===== config.mk =====
export PLATFORM = sky130hd
export DESIGN_NAME = shift_sched_arbiter
export DESIGN_NICKNAME = d
export VERILOG_FILES = /design/src/rtl/shift_sched_arbiter.sv
export SDC_FILE = /design/constraint.sdc
export NUM_CORES = 1
export LEC_CHECK = 0
export CORE_ASPECT_RATIO = 0.5
export CORE_UTILIZATION = 49
export CTS_CLUSTER_DIAMETER = 40
export CTS_CLUSTER_SIZE = 20
export DETAILED_ROUTE_END_ITERATION = 10
export PLACE_DENSITY = 0.86
export SETUP_SLACK_MARGIN = 0.5
export SLEW_MARGIN = 40
export SYNTH_ARGS = -nofsm -noshare
export SYNTH_HDL_FRONTEND = slang
export SYNTH_SLANG_ARGS = --single-unit

===== constraint.sdc =====
create_clock -name clk -period 3.1 [get_ports clk]
set_input_delay 0.465 -clock clk [delete_from_list [all_inputs] [get_ports clk]]
set_output_delay 0.465 -clock clk [all_outputs]
set_load 0.01 [all_outputs]

===== src/rtl/shift_sched_arbiter.sv =====
// Round-robin scheduler sharing one variable shift register among NUM_REQ requesters.
// Define SHIFT_SCHED_STATS_EN to add the saturating shift_total / grant_total counters.
module shift_sched_arbiter #(
  parameter int WIDTH   = 8,
  parameter int NUM_REQ = 2,
  localparam int ID_W   = (NUM_REQ > 1) ? $clog2(NUM_REQ) : 1
) (
  input  logic                 clk,
  input  logic                 reset,
  input  logic [NUM_REQ-1:0]   req_valid,
  output logic [NUM_REQ-1:0]   req_ready,
  input  logic [4*NUM_REQ-1:0] req_count,
  input  logic [NUM_REQ-1:0]   req_dir,
  input  logic [15*NUM_REQ-1:0] req_data,
  output logic [3:0]           sr_shift_count,
  output logic                 sr_dir,
  output logic                 sr_serial_in,
  input  logic [WIDTH-1:0]     sr_q,
  output logic                 rsp_valid,
  input  logic                 rsp_ready,
  output logic [ID_W-1:0]      rsp_id,
  output logic [WIDTH-1:0]     rsp_q,
  output logic                 busy
`ifdef SHIFT_SCHED_STATS_EN
  ,
  output logic [15:0]          shift_total,
  output logic [15:0]          grant_total
`endif
);

  // state     | meaning
  // S_IDLE    | arbitrate and accept one request
  // S_SHIFT   | one single-bit shift per cycle until remaining hits terminal count
  // S_CAPTURE | register settled after last shift; sample sr_q into rsp_q
  // S_RESP    | hold response until rsp_ready
  localparam logic [1:0] S_IDLE    = 2'd0;
  localparam logic [1:0] S_SHIFT   = 2'd1;
  localparam logic [1:0] S_CAPTURE = 2'd2;
  localparam logic [1:0] S_RESP    = 2'd3;

  logic [1:0]         state;
  logic [ID_W-1:0]    ptr;
  logic [ID_W-1:0]    winner;
  logic [ID_W-1:0]    ptr_next;
  logic               found;
  logic               accept;
  logic [NUM_REQ-1:0] vshift;
  int                 k;
  logic [3:0]         sel_count;
  logic               sel_dir;
  logic [14:0]        sel_data;
  logic [3:0]         remaining;
  logic               dir_l;
  logic [14:0]        data_l;
  logic               dir_last;
  logic               serial_last;

  always_comb begin
    found  = 1'b0;
    winner = '0;
    k      = 0;
    vshift = '0;
    for (int i = 0; i < NUM_REQ; i++) begin
      k = int'(ptr) + i;
      if (k >= NUM_REQ) k = k - NUM_REQ;
      vshift = req_valid >> k;
      if (!found && vshift[0]) begin
        found  = 1'b1;
        winner = ID_W'(k);
      end
    end
  end

  always_comb begin
    sel_count = '0;
    sel_dir   = 1'b0;
    sel_data  = '0;
    for (int i = 0; i < NUM_REQ; i++) begin
      if (winner == ID_W'(i)) begin
        sel_count = req_count[4*i +: 4];
        sel_dir   = req_dir[i];
        sel_data  = req_data[15*i +: 15];
      end
    end
  end

  assign accept   = (state == S_IDLE) && found;
  assign ptr_next = (winner == ID_W'(NUM_REQ - 1)) ? '0 : winner + 1'b1;
  assign busy     = (state != S_IDLE);

  always_comb begin
    req_ready = '0;
    if (accept) req_ready = NUM_REQ'(1) << winner;
  end

  // Outside SHIFT the serial/dir lines park on the last driven values.
  assign sr_shift_count = (state == S_SHIFT) ? 4'd1 : 4'd0;
  assign sr_dir         = (state == S_SHIFT) ? dir_l : dir_last;
  assign sr_serial_in   = (state == S_SHIFT) ? data_l[0] : serial_last;

  always_ff @(posedge clk or posedge reset) begin
    if (reset) begin
      state       <= S_IDLE;
      ptr         <= '0;
      remaining   <= '0;
      dir_l       <= 1'b0;
      data_l      <= '0;
      dir_last    <= 1'b0;
      serial_last <= 1'b0;
      rsp_valid   <= 1'b0;
      rsp_id      <= '0;
      rsp_q       <= '0;
    end else begin
      case (state)
        S_IDLE: begin
          if (accept) begin
            remaining <= sel_count;
            dir_l     <= sel_dir;
            data_l    <= sel_data;
            rsp_id    <= winner;
            ptr       <= ptr_next;
            state     <= (sel_count != 4'd0) ? S_SHIFT : S_CAPTURE;
          end
        end
        S_SHIFT: begin
          data_l      <= data_l >> 1;
          remaining   <= remaining - 4'd1;
          dir_last    <= dir_l;
          serial_last <= data_l[0];
          if (remaining == 4'd1) state <= S_CAPTURE;
        end
        S_CAPTURE: begin
          rsp_q     <= sr_q;
          rsp_valid <= 1'b1;
          state     <= S_RESP;
        end
        S_RESP: begin
          if (rsp_ready) begin
            rsp_valid <= 1'b0;
            state     <= S_IDLE;
          end
        end
        default: state <= S_IDLE;
      endcase
    end
  end

`ifdef SHIFT_SCHED_STATS_EN
  always_ff @(posedge clk or posedge reset) begin
    if (reset) begin
      shift_total <= '0;
      grant_total <= '0;
    end else begin
      if (state == S_SHIFT && shift_total != 16'hFFFF) shift_total <= shift_total + 16'd1;
      if (accept && grant_total != 16'hFFFF) grant_total <= grant_total + 16'd1;
    end
  end
`endif

endmodule

==> results_dict.tcl <==
set metrics [dict create \
    clk_pin_slew_worst_paths_ps 70 \
    fin_skew_ps 11.9 \
    synthCells 204 \
    die_width_microns 93.6 \
    numCtsBuffers 5 \
    drt_iter0_drc 59 \
    dp_hpwl_mm 3.39 \
    max_cap_viol_count 0 \
    wirelength_mm 4.76 \
    cp-start-kind "flop" \
    grt_busiest_layer "met2" \
    arrival_ps 2030 \
    crit_end "req_ready[0]" \
    grt_pass1_vias 1597 \
    leakagePower_nw 1.19 \
    syn_avg_cell_area_sq_um 10.1 \
    rr_startpoint "state[1]" \
    r2r_slack_ps 840 \
    hold_path_depth 1 \
    drc 0 \
    gr-usage-met1_pct 28.3 \
    cp.required_ps 2630 \
    ctsLongestPathBuffers 2 \
    grt_max_degree 36 \
    start_util_pct 51.8 \
    worst-r2r-cell-count 7 \
    synth_edf_count 0 \
    gp_congestion 0.815 \
    ctsHoldBuffers 0 \
    tns_ps 0 \
    coreArea_sq_um 3960 \
    num_vias 1784 \
    min_path_type "reg -> reg" \
    die_y_microns 47.8 \
    htree_levels 2 \
    ir_drop_uv 354 \
    powerDensity_nw_per_um2 938 \
    cts_tree "done" \
    port_buffers 68 \
    viasPerCell 5.49 \
    worst_setup_path_end_kind "output port" \
    clk_latency_ps 300 \
    ios 72 \
    synth-seq-area-share_pct 42.6 \
    crit_fanout 6 \
    nFillCells 298 \
    fin_cells 325 \
    rsz0062_at_grt "no" \
    placedCellCount 315 \
    grtUsageTotal_pct 22.6 \
    worstSetupPathType "reg -> out" \
    status "complete, no violations" \
    antenna_found_initial 0 \
    r2r-end "data_l[1]" \
    slew_viol_final 0 \
    ys_async_sr_fraction_pct 100 \
    finish.net_count 330 \
    synth_area_sq_um 2050 \
    gr-total-overflow 0 \
    synthDistinctLibCells 39 \
    ys_ff_latch 35 \
    clock.fmax_mhz 401 \
    fin_crit_ps 2490 \
    fin_crit_sh_pct 80.5 \
    die_area_sq_um 4470 \
    root_buffer "clkbuf_8" \
    firstDrtPassIters 4 \
    drive_above_1_share_pct 12.2 \
    p_total_w 0.00271 \
    synth_ff_type "dfrtp_1" \
    hold_viol 0 \
    clock_sinks 35 \
    grt_first_pass_wirelength_mm 7.42 \
    grtUsageMet3_pct 6.98 \
    diodes 0 \
    startpoint "state[1]" \
    wire_per_inst_microns 14.6 \
    finalSetupViolCount 0 \
    gr-usage-met2_pct 38.8 \
    rows 16 \
    antenna_left 0 \
    area_growth_syn_to_layout_pct 40.8 \
    yosysWarnings 0 \
]
==> metrics by stage <==
step	area [sq um]	hold WS [ps]	setup slack [ps]	utilization, %
CTS	2880	471	505	72.6
detailed placement	2740	467	485	69.2
floorplan	2060	442	1030	-
global placement	2740	459	536	69.2
finish	2890	473	606	73.0
global route	2890	491	510	73.0
==> layout by cell type, fill, tap and decap left out, types with 3 or more instances in the layout <==
master,Yosys,final
mux2_2,10,10
o21ai_0,6,6
nor2_1,6,6
conb_1,1,3
nor2b_1,15,15
nand2_1,18,17
a211oi_1,15,15
a21boi_0,16,16
dfrtp_1,35,35
mux2i_1,4,4
o31ai_1,14,14
clkdlybuf4s50_1,0,68
inv_1,7,7
ha_1,7,5
buf_4,4,7
clkbuf_8,0,6
==> flip-flops by register name (all words and copies together), names as in the netlist <==
register / count
serial_last: 1
data_l: 15
dir_l: 1
rsp_q: 8
dir_last: 1
rsp_id: 1
ptr: 1
rsp_valid: 1
state: 2
remaining: 4
==> worst min path at each step <==
stage,startpoint,end
finish,ptr,ptr
global route,ptr,ptr
CTS,ptr,ptr
detailed placement,ptr,ptr
global placement,data_l[0],data_l[0]
floorplan,ptr,ptr
==> cell families (layout without fill, tap and decap cells) <==
| group | Yosys count | after routing | synth area share (%) |
|---|---|---|---|
| buffers and inverters | 25 | 90 | 6.39 |
| DFF | 35 | 35 | 42.6 |
| AOI/OAI and AO/OA | 68 | 68 | 25.1 |
| other | 1 | 3 | 0.183 |
| adders and majority gates | 7 | 7 | 4.26 |
| and+or+nand+nor | 54 | 54 | 14.0 |
| muxes | 14 | 14 | 7.43 |
==> worst max-delay path, stage by stage (launching register included) <==
cell and delay (ps):
dfrtp_1 410, inv_1 170, ha_2 280, o21ai_0 200, nor2_1 130, clkdlybuf4s50_1 540
==> synth_stat cells, types with 7 or more instances <==
cell | n | area, sq um
inv_1 | 7 | 26.3
nor2b_1 | 15 | 93.8
dfrtp_1 | 35 | 876
ha_1 | 7 | 87.6
mux2_2 | 10 | 113
nand2_1 | 18 | 67.6
o31ai_1 | 14 | 105
a21boi_0 | 16 | 120
a211oi_1 | 15 | 113
==> what timing repair did <==
| item | 4_1_cts | 5_1_grt |
|---|---|---|
| buffers inserted | 2 | 0 |
| endpoints found under the setup margin | 4 | 4 |
| resized for setup | 1 | 3 |
==> cell type report <==
| type | instances | area, sq um | area share [%] |
|---|---|---|---|
| well taps | 54 | 67.6 | 2.34 |
| inverters | 7 | 26.3 | 0.908 |
| clock buffers | 6 | 82.6 | 2.85 |
| flip-flops and latches | 35 | 876 | 30.3 |
| clock inverters | 2 | 35.0 | 1.21 |
| multi-input cells | 146 | 1070 | 37.1 |
| repair buffers | 75 | 733 | 25.3 |
==> per-layer routing <==
layer / up-vias / routed length (microns)
met5: - / 0
met1: 854 / 2130
li1: 861 / -
met2: 60 / 2300
met3: 9 / 247
met4: 0 / 82
==> power breakdown <==
group,internal (W),switching (W),total [W]
Clock,0.000260,0.000171,0.000432
Combinational,0.000732,0.000708,0.00144
Sequential,0.000700,0.000141,0.000841
No activity file was read; power rests on OpenSTA's default activity.
